--- src/rtl/mem_loader_pkg.sv ---
// mem_loader_pkg: shared types and constants for the boot-image loader.
// Holds the two-state controller enum and the memory depth derived from WIDTH.
// Optional feature macro used by mem_loader: MEM_LOADER_RELOAD_EN.

package mem_loader_pkg;

    // Default data/address width; memory holds one byte per address.
    localparam int DEFAULT_WIDTH = 8;

    // Memory depth for the default width.
    localparam int DEPTH = 2 ** DEFAULT_WIDTH;

    // Controller states: LOAD fills memory from the loader stream with the
    // core held in reset, RUN hands the memory to the processor.
    typedef enum logic {
        LOAD = 1'b0,
        RUN  = 1'b1
    } state_e;

    // Depth for an arbitrary width, used by parameterised instances.
    function automatic int depth_of(input int width);
        return 1 << width;
    endfunction

endpackage

--- src/rtl/mem_loader_if.sv ---
// mem_loader_if: groups the processor bus, loader stream and core-control
// signals of mem_loader. The master side drives processor and loader inputs;
// the slave side is the mem_loader block itself.

interface mem_loader_if #(
    parameter int WIDTH = 8
);

    // Processor side
    logic             memread;
    logic             memwrite;
    logic [WIDTH-1:0] adr;
    logic [WIDTH-1:0] writedata;
    logic [WIDTH-1:0] memdata;

    // Loader stream side
    logic             ld_valid;
    logic [WIDTH-1:0] ld_data;
    logic             ld_last;
    logic             ld_ready;
    logic             ld_restart;

    // Core control
    logic             cpu_rst;
    logic             load_done;

    modport master (
        output memread, memwrite, adr, writedata,
        output ld_valid, ld_data, ld_last, ld_restart,
        input  memdata, ld_ready, cpu_rst, load_done
    );

    modport slave (
        input  memread, memwrite, adr, writedata,
        input  ld_valid, ld_data, ld_last, ld_restart,
        output memdata, ld_ready, cpu_rst, load_done
    );

endinterface

--- src/rtl/mem_loader_ram_sp.sv ---
// ram_sp: single-port byte memory, one synchronous write port and an
// asynchronous read on the same address. Contents are never cleared, so an
// image survives a reset of the surrounding controller.

module ram_sp
    import mem_loader_pkg::*;
#(
    parameter int WIDTH = DEFAULT_WIDTH
) (
    input  logic             clk,
    input  logic             we_i,
    input  logic [WIDTH-1:0] addr_i,
    input  logic [WIDTH-1:0] wdata_i,
    output logic [WIDTH-1:0] rdata_o
);

    localparam int MEM_DEPTH = depth_of(WIDTH);

    logic [WIDTH-1:0] mem_q [MEM_DEPTH];

    // Write port: the only place memory contents change.
    always_ff @(posedge clk) begin
        if (we_i) begin
            mem_q[addr_i] <= wdata_i;
        end
    end

    // Asynchronous read: a write on the same address shows up next cycle,
    // so a read-during-write returns the old data.
    assign rdata_o = mem_q[addr_i];

endmodule

--- src/rtl/mem_loader.sv ---
// mem_loader: streams a boot image into a byte memory while holding the
// processor core in reset, then releases the core and serves its bus.
// Optional feature: define MEM_LOADER_RELOAD_EN to let ld_restart return
// the block from RUN to LOAD; otherwise ld_restart is ignored.

module mem_loader
    import mem_loader_pkg::*;
#(
    parameter int WIDTH = DEFAULT_WIDTH
) (
    input  logic         clk,
    input  logic         rst,
    mem_loader_if.slave  bus
);

    state_e           state_q;
    state_e           state_d;
    logic [WIDTH-1:0] ptr_q;
    logic [WIDTH-1:0] ptr_d;

    logic             ram_we;
    logic [WIDTH-1:0] ram_addr;
    logic [WIDTH-1:0] ram_wdata;
    logic [WIDTH-1:0] ram_rdata;

    // Pointer sits on the last address: accepting this byte ends the load.
    logic             ptr_at_top;
    assign ptr_at_top = (ptr_q == {WIDTH{1'b1}});

    // memread carries no information for an asynchronous-read memory, and
    // ld_restart only matters when the reload feature is built in.
    logic unused_inputs;
    assign unused_inputs = bus.memread ^ bus.ld_restart;

    // State and load pointer registers; reset wins over everything.
    always_ff @(posedge clk) begin
        if (rst) begin
            state_q <= LOAD;
            ptr_q   <= '0;
        end else begin
            state_q <= state_d;
            ptr_q   <= ptr_d;
        end
    end

    // Next state plus memory port steering: the loader owns the RAM in LOAD,
    // the processor owns it in RUN.
    always_comb begin
        state_d   = state_q;
        ptr_d     = ptr_q;
        ram_we    = 1'b0;
        ram_addr  = bus.adr;
        ram_wdata = bus.writedata;

        case (state_q)
            LOAD: begin
                ram_addr  = ptr_q;
                ram_wdata = bus.ld_data;
                if (bus.ld_valid) begin
                    ram_we = 1'b1;
                    ptr_d  = ptr_q + 1'b1;
                    if (bus.ld_last || ptr_at_top) begin
                        state_d = RUN;
                        ptr_d   = '0;
                    end
                end
            end
            RUN: begin
                ram_we = bus.memwrite;
`ifdef MEM_LOADER_RELOAD_EN
                // The concurrent processor write still lands; only the
                // controller state is redirected.
                if (bus.ld_restart) begin
                    state_d = LOAD;
                    ptr_d   = '0;
                end
`endif
            end
            default: begin
                state_d = LOAD;
                ptr_d   = '0;
            end
        endcase

        // A reset edge must not disturb memory contents.
        if (rst) begin
            ram_we = 1'b0;
        end
    end

    ram_sp #(
        .WIDTH (WIDTH)
    ) u_ram (
        .clk     (clk),
        .we_i    (ram_we),
        .addr_i  (ram_addr),
        .wdata_i (ram_wdata),
        .rdata_o (ram_rdata)
    );

    // Outputs decode directly from the registered state, so they change
    // exactly one cycle after the edge that moves the controller.
    always_comb begin
        bus.ld_ready  = (state_q == LOAD);
        bus.cpu_rst   = (state_q == LOAD);
        bus.load_done = (state_q == RUN);
        bus.memdata   = (state_q == RUN) ? ram_rdata : '0;
    end

endmodule

--- src/flat_wrapper.sv ---
// flat-port wrapper written by rule: the top's interface ports become plain ports
module mem_loader_flat import mem_loader_pkg::*;
#(
    parameter int WIDTH = DEFAULT_WIDTH
)
  (clk, rst, bus_memread, bus_memwrite, bus_adr, bus_writedata, bus_ld_valid, bus_ld_data, bus_ld_last, bus_ld_restart, bus_memdata, bus_ld_ready, bus_cpu_rst, bus_load_done);
  mem_loader_if #(.WIDTH(WIDTH)) bus_i ();
  input  logic clk;
  input  logic rst;
  input wire logic [$bits(bus_i.memread)-1:0] bus_memread;
  input wire logic [$bits(bus_i.memwrite)-1:0] bus_memwrite;
  input wire logic [$bits(bus_i.adr)-1:0] bus_adr;
  input wire logic [$bits(bus_i.writedata)-1:0] bus_writedata;
  input wire logic [$bits(bus_i.ld_valid)-1:0] bus_ld_valid;
  input wire logic [$bits(bus_i.ld_data)-1:0] bus_ld_data;
  input wire logic [$bits(bus_i.ld_last)-1:0] bus_ld_last;
  input wire logic [$bits(bus_i.ld_restart)-1:0] bus_ld_restart;
  output wire logic [$bits(bus_i.memdata)-1:0] bus_memdata;
  output wire logic [$bits(bus_i.ld_ready)-1:0] bus_ld_ready;
  output wire logic [$bits(bus_i.cpu_rst)-1:0] bus_cpu_rst;
  output wire logic [$bits(bus_i.load_done)-1:0] bus_load_done;
  assign bus_i.memread = bus_memread;
  assign bus_i.memwrite = bus_memwrite;
  assign bus_i.adr = bus_adr;
  assign bus_i.writedata = bus_writedata;
  assign bus_i.ld_valid = bus_ld_valid;
  assign bus_i.ld_data = bus_ld_data;
  assign bus_i.ld_last = bus_ld_last;
  assign bus_i.ld_restart = bus_ld_restart;
  assign bus_memdata = bus_i.memdata;
  assign bus_ld_ready = bus_i.ld_ready;
  assign bus_cpu_rst = bus_i.cpu_rst;
  assign bus_load_done = bus_i.load_done;
  mem_loader #(.WIDTH(WIDTH)) u_core (.clk(clk), .rst(rst), .bus(bus_i));
endmodule
--- config.mk ---
export PLATFORM = sky130hd
export DESIGN_NAME = mem_loader_flat
export DESIGN_NICKNAME = d
export VERILOG_FILES = /design/src/rtl/mem_loader_pkg.sv /design/src/rtl/mem_loader_if.sv /design/src/rtl/mem_loader_ram_sp.sv /design/src/rtl/mem_loader.sv /design/src/flat_wrapper.sv
export SDC_FILE = /design/constraint.sdc
export NUM_CORES = 2
export LEC_CHECK = 0
export BUFFER_PORTS_ARGS = -buffer_cell sky130_fd_sc_hd__buf_2
export CAP_MARGIN = 10
export CORE_UTILIZATION = 35
export CTS_CLUSTER_DIAMETER = 50
export DETAILED_ROUTE_END_ITERATION = 8
export SYNTH_ARGS = -nofsm -noshare
export SYNTH_HDL_FRONTEND = slang
export SYNTH_SLANG_ARGS = --single-unit
export TNS_END_PERCENT = 30
--- constraint.sdc ---
create_clock -name clk -period 4.8 [get_ports clk]
set_clock_uncertainty 0.15 [all_clocks]
set_input_delay 0.96 -clock clk [delete_from_list [all_inputs] [get_ports clk]]
set_output_delay 0.96 -clock clk [all_outputs]
set_load 0.1 [all_outputs]
* Word-level counts from Yosys, hierarchy flattened
Memories as Yosys holds them, arrays and structs flattened.
Cells that the tools add are included.
** Storage, ports and cells
- Memory bits (read-only) :: 0
- Word-level logic and storage cells :: 20
- Output and inout bits :: 11
- Input port bits :: 31
- Register bits after elaboration :: 9
- Memories :: 1
- Bits in writable memories :: 2048
- Bits in latches :: 0
** Operators by class
- Order comparisons :: 0
- Bitwise operators :: 1
- Reduce and logical (&&, ||, !) cells :: 2
- Shift-type cells :: 0
- Add/subtract/negate cells :: 1
- Multiplexer cells :: 12
- Divide/modulo/power cells :: 0
- Equality and inequality tests :: 1
- Multiply operators :: 0
** Memories
- u_core.u_ram.mem_q :: depth 256, bits a word 8, rd ports 1, clocked after Yosys merged registers in 0, write ports 1, RTL line mem_loader_ram_sp.sv:19 : logic [WIDTH-1:0] mem_q [MEM_DEPTH];
** Operator list (count)
- 8-bit 2-to-1 mux :: 4
- 8-bit by 1-bit adder with 8-bit output, second input constant :: 1
- 8-bit equality test, second input constant :: 1
- 1-bit 2-to-1 mux :: 7
- 1-bit one-hot mux with 2 select lines :: 1
- 2-bit AND reduction :: 1
- 1-bit logical OR :: 1
- 1-bit NOT :: 1

* Longest topological paths before layout
- Depth after elaboration :: 5
- Mapped depth :: 15
- Mapped depth without buffers :: 8

* Modules after synthesis
A second synthesis with hierarchy kept.
** Second synthesis, totals
- Cells, all modules :: 3623
- Area, all modules :: 79057.1 um^2
** By module, submodules not included
- ram_sp :: seq. area each 61499.0 um^2, times used 1, area an instance 78332.6 um^2, cells each 3539
- mem_loader :: seq. area each 180.2 um^2, times used 1, area an instance 724.4 um^2, cells each 84

* Worst setup path after synthesis
OpenSTA, ideal clock, no wires.
- Path kind :: register to output
- Start point :: reg u_core.state_q (netlist: u_core.bus.load_done)
- End point :: out bus_memdata[0]
- Data required time :: 3.690 ns
- Stages on the path, launching flop included :: 12
- Path slack :: -2.162 ns
- Arrival :: 5.852 ns
- Path through :: dfxtp_1 -> buf_6 -> buf_4 -> mux2i_1 -> buf_4 -> nand3_1 -> buf_2 -> a21oi_1 -> a2111oi_0 -> a2111oi_0 -> o21ai_0 -> nor4_1
** Between the ends
- Longest elaborated chain between the ends :: 3
** Ends and longest elaborated chain
- start, declared :: RTL line mem_loader.sv:16 : state_e state_q;
- start signal, assigned :: RTL line mem_loader.sv:41 : state_q <= state_d;
- 8-bit 2-to-1 mux :: RTL line mem_loader.sv:55 : case (state_q)
- memory 256 x 8 bit
- 8-bit 2-to-1 mux * :: RTL line mem_loader.sv:107 : bus.memdata = (state_q == RUN) ? ram_rdata : '0;
- end, declared :: RTL line flat_wrapper.sv:18 : output wire logic [$bits(bus_i.memdata)-1:0] bus_memdata;
Mark *: on every way between the ends. The rest lies on a longest branch, timed or not.

* Final worst setup path
- Start point :: reg u_core.state_q (netlist: u_core.bus.load_done)
- End point :: out bus_memdata[5]
The elaborated chain is that of the path after synthesis.

==> impl_metrics.json <==
{
  "status": "complete, but fails checks",
  "violations": "negative setup slack",
  "rrSetupSlack_ps": 1160,
  "fin_crit_ps": 5525,
  "grt_max_degree": 145,
  "period_share": 1.151,
  "cts.path.max_buffers": 3,
  "antenna_found_initial": 6,
  "worst_slew_pin_slew_ps": 1068,
  "yosysSeqAreaShare": 0.7654,
  "reg2regPathDepth": 11,
  "coreArea_um2": 228200,
  "synthFlopType": "edfxtp_1",
  "intPower_mw": 30.09,
  "layout.cells.non_filler": 8541,
  "fp-row-count": 175,
  "synth_top_family_by_area": "multiplexers",
  "grt_pass1_vias": 46250,
  "start_util": 0.3532,
  "drcViolationCount": 0,
  "synth_cells": 4541,
  "synthesis.nets": 4573,
  "finalSetupTns_ps": -5439,
  "pwr-share-clk": 0.410,
  "initialDrtViolationCount": 6681,
  "crit_required_ps": 3690,
  "fin_nets": 5386,
  "postSynth.asyncResetShare": 0,
  "clk_pin_slew_ps": 60,
  "cts-buffers-inserted": 204,
  "gp_congestion": 0.9378,
  "ant_nets": 0,
  "cellPowerDensity_nw_per_um2": 396.4,
  "synthAdderAreaFrac": 0.0001553,
  "avgSynthCellArea_um2": 17.75,
  "synth_compound_area_frac": 0.03475,
  "cp_data_arrival_time_ps": 4410,
  "post-dp-hpwl_mm": 160.3,
  "grt_pass1_wl_mm": 346.4,
  "overflow": 0,
  "synth_edf_count": 2048,
  "ir_drop_mv": 0.3775,
  "maxCapViolCount": 0,
  "cts_hold_buf": 0,
  "max_slew_margin": 0.2882,
  "cp-start-kind": "flop",
  "dp_cells": 8102,
  "holdPathStages": 2,
  "rr_endpoint": "u_core.u_ram.mem_q[44][6]",
  "root_buffer": "clkbuf_16",
  "fin_hold_ws_ps": 277.0,
  "hold_viol": 0,
  "die_x_um": 481.8,
  "finalMaxSlewViolations": 0,
  "switching_share": 0.2291,
  "routedWlPerCell_um": 28.98,
  "cts_tree": "built",
  "synth_top_area_frac": 0.7631,
  "hp-start": "rst",
  "crit_type": "reg -> out",
  "setup_viol": 8,
  "ys_seq_elements": 2057,
  "clk-insertion-delay-late_ps": 850,
  "synth.most_common_cell": "edfxtp_1",
  "ioPinCount": 42,
  "setup_ws_ps": -725.0,
  "yosysTopAreaCell": "edfxtp_1",
  "crit_fanout": 6,
  "p_comb_frac": 0.079,
  "synth-warning-count": 0,
  "area_growth_pct": 22.20,
  "rsz0062_at_grt": "yes",
  "endpoint_kind": "output pin",
  "viasPerCell": 5.575,
  "synth_simple_gate_area_frac": 0.07150,
  "die_y_um": 481.8,
  "h-tree-depth": 4,
  "track_usage": 0.2101,
  "synth-xor-area-share": 0.0004347,
  "die_area_um2": 232200,
  "worstReg2RegStart": "u_core.bus.load_done",
  "power.switching_mw": 8.942,
  "synthMuxAreaShare": 0.1070,
  "min_path_type": "in -> reg",
  "critPathLaunch": "u_core.bus.load_done",
  "leakagePower_nw": 31.96,
  "layout-drive-gt1-share": 0.2979,
  "syn_area_um2": 80590,
  "io_buffers": 39,
  "ys_types": 69,
  "p_seq_frac": 0.511,
  "holdPathEnd": "u_core.ptr_q[0]",
  "first_pass_iters": 6,
  "yosys-top-cells-area": "edfxtp_1, mux4_2, nand2_1, nor2_1, nand3_1",
  "via_count": 47620,
  "fmax_mhz": 181.0,
  "routed_wl_mm": 247.5,
  "yosys-top-cells-count": "edfxtp_1, nand2_1, mux4_2",
  "cts_sinks": 2057
}
critical path: stages (launching register included):
cell and delay (ps):
dfxtp_4 430, buf_12 130, mux2_4 400, buf_4 180, buf_12 120, buf_4 150
mux4_2 410, nand2_1 120, a21oi_1 90, a221oi_2 200, buf_4 160, o22ai_1 190
nor3_4 550, a211oi_4 90, buf_6 160, buf_12 160
state kept, by name, indices dropped and copies added (netlist names):
register	cells
u_core.u_ram.mem_q	2048
u_core.ptr_q	8
u_core.bus.load_done	1
layout make-up:
type                       count  area [µm²]
tap                         3009        3765
clock buffer                 233        5214
sequential                  2057       61680
antenna                        4       10.01
timing repair buffer         893        8120
inverter                       1       3.754
multi-input combinational   2197       18210
fill                       19970      129700
clock inverter               147        1468
cells in the final DEF, fill, tap and decap left out, drive strengths merged, types with 12 or more instances in the layout:
cell / count
mux2: 13
a31oi: 85
a2111oi: 12
and3: 21
bufinv: 21
nand2: 710
o21ai: 30
nor2: 306
a32oi: 41
nand3: 224
nand4: 46
nor3: 22
mux4: 341
clkinv: 107
o22ai: 29
edfxtp: 2048
inv: 16
buf: 887
a21oi: 52
a311oi: 16
clkbuf: 236
mux2i: 75
a22oi: 44
kinds of logic after synthesis:
kind of cell    Yosys count
buf+inv                 288
fa+ha+maj                 1
flops                  2057
xor+xnor                  4
mux                     428
simple gates           1369
compound gates          394
per-layer routing:
| metal | part of all wire | vias up | routed length (µm) | GRT usage |
|---|---|---|---|---|
| met5 | 0 | - | 0 | 0 |
| met4 | 0.046 | 0 | 11490 | 0.08927 |
| met3 | 0.10 | 466 | 25610 | 0.04307 |
| met2 | 0.46 | 2780 | 114000 | 0.3241 |
| met1 | 0.39 | 24690 | 96400 | 0.2887 |
| li1 | - | 19680 | - | - |
power groups by stage:
stage / combinational, mW / clock, mW / sequential, mW
final: 3.09 / 16.0 / 20.0
after global routing: 3.21 / 16.8 / 19.9
after CTS: 2.99 / 16.2 / 20.0
after detailed placement: 2.86 / 0 / 20.3
after global placement: 2.82 / 0 / 20.3
after floorplan: 1.48 / 0 / 20.4
through the flow:
stage	cell area, µm²	worst slack [ps]	power [mW]	utilization
floorplan	80690	-191.3	21.86	-
global route	98470	-790.4	39.97	0.4316
global placement	90260	-1157	23.15	0.3956
finish	98480	-725.0	39.03	0.4316
CTS	97710	-785.7	39.10	0.4282
detailed placement	90260	-1098	23.19	0.3956
worst max path at each step:
| stage | end | slack (ps) | depth (start not counted) |
|---|---|---|---|
| after floorplan | bus_memdata[0] | -190 | 13 |
| after global placement | bus_memdata[0] | -1160 | 14 |
| after detailed placement | bus_memdata[0] | -1100 | 14 |
| after CTS | bus_memdata[7] | -790 | 13 |
| after global routing | bus_memdata[7] | -790 | 14 |
| final | bus_memdata[5] | -720 | 15 |
repair_timing:
item / in CTS / in global routing
resized for setup: 85 / 103
setup buffers: 29 / 26
pin swaps: 19 / 39
endpoints found under the setup margin: 8 / 8
endpoints found under the hold margin: 0 / 0
gates cloned: 4 / 3
Power figures use the tool's default switching activity.
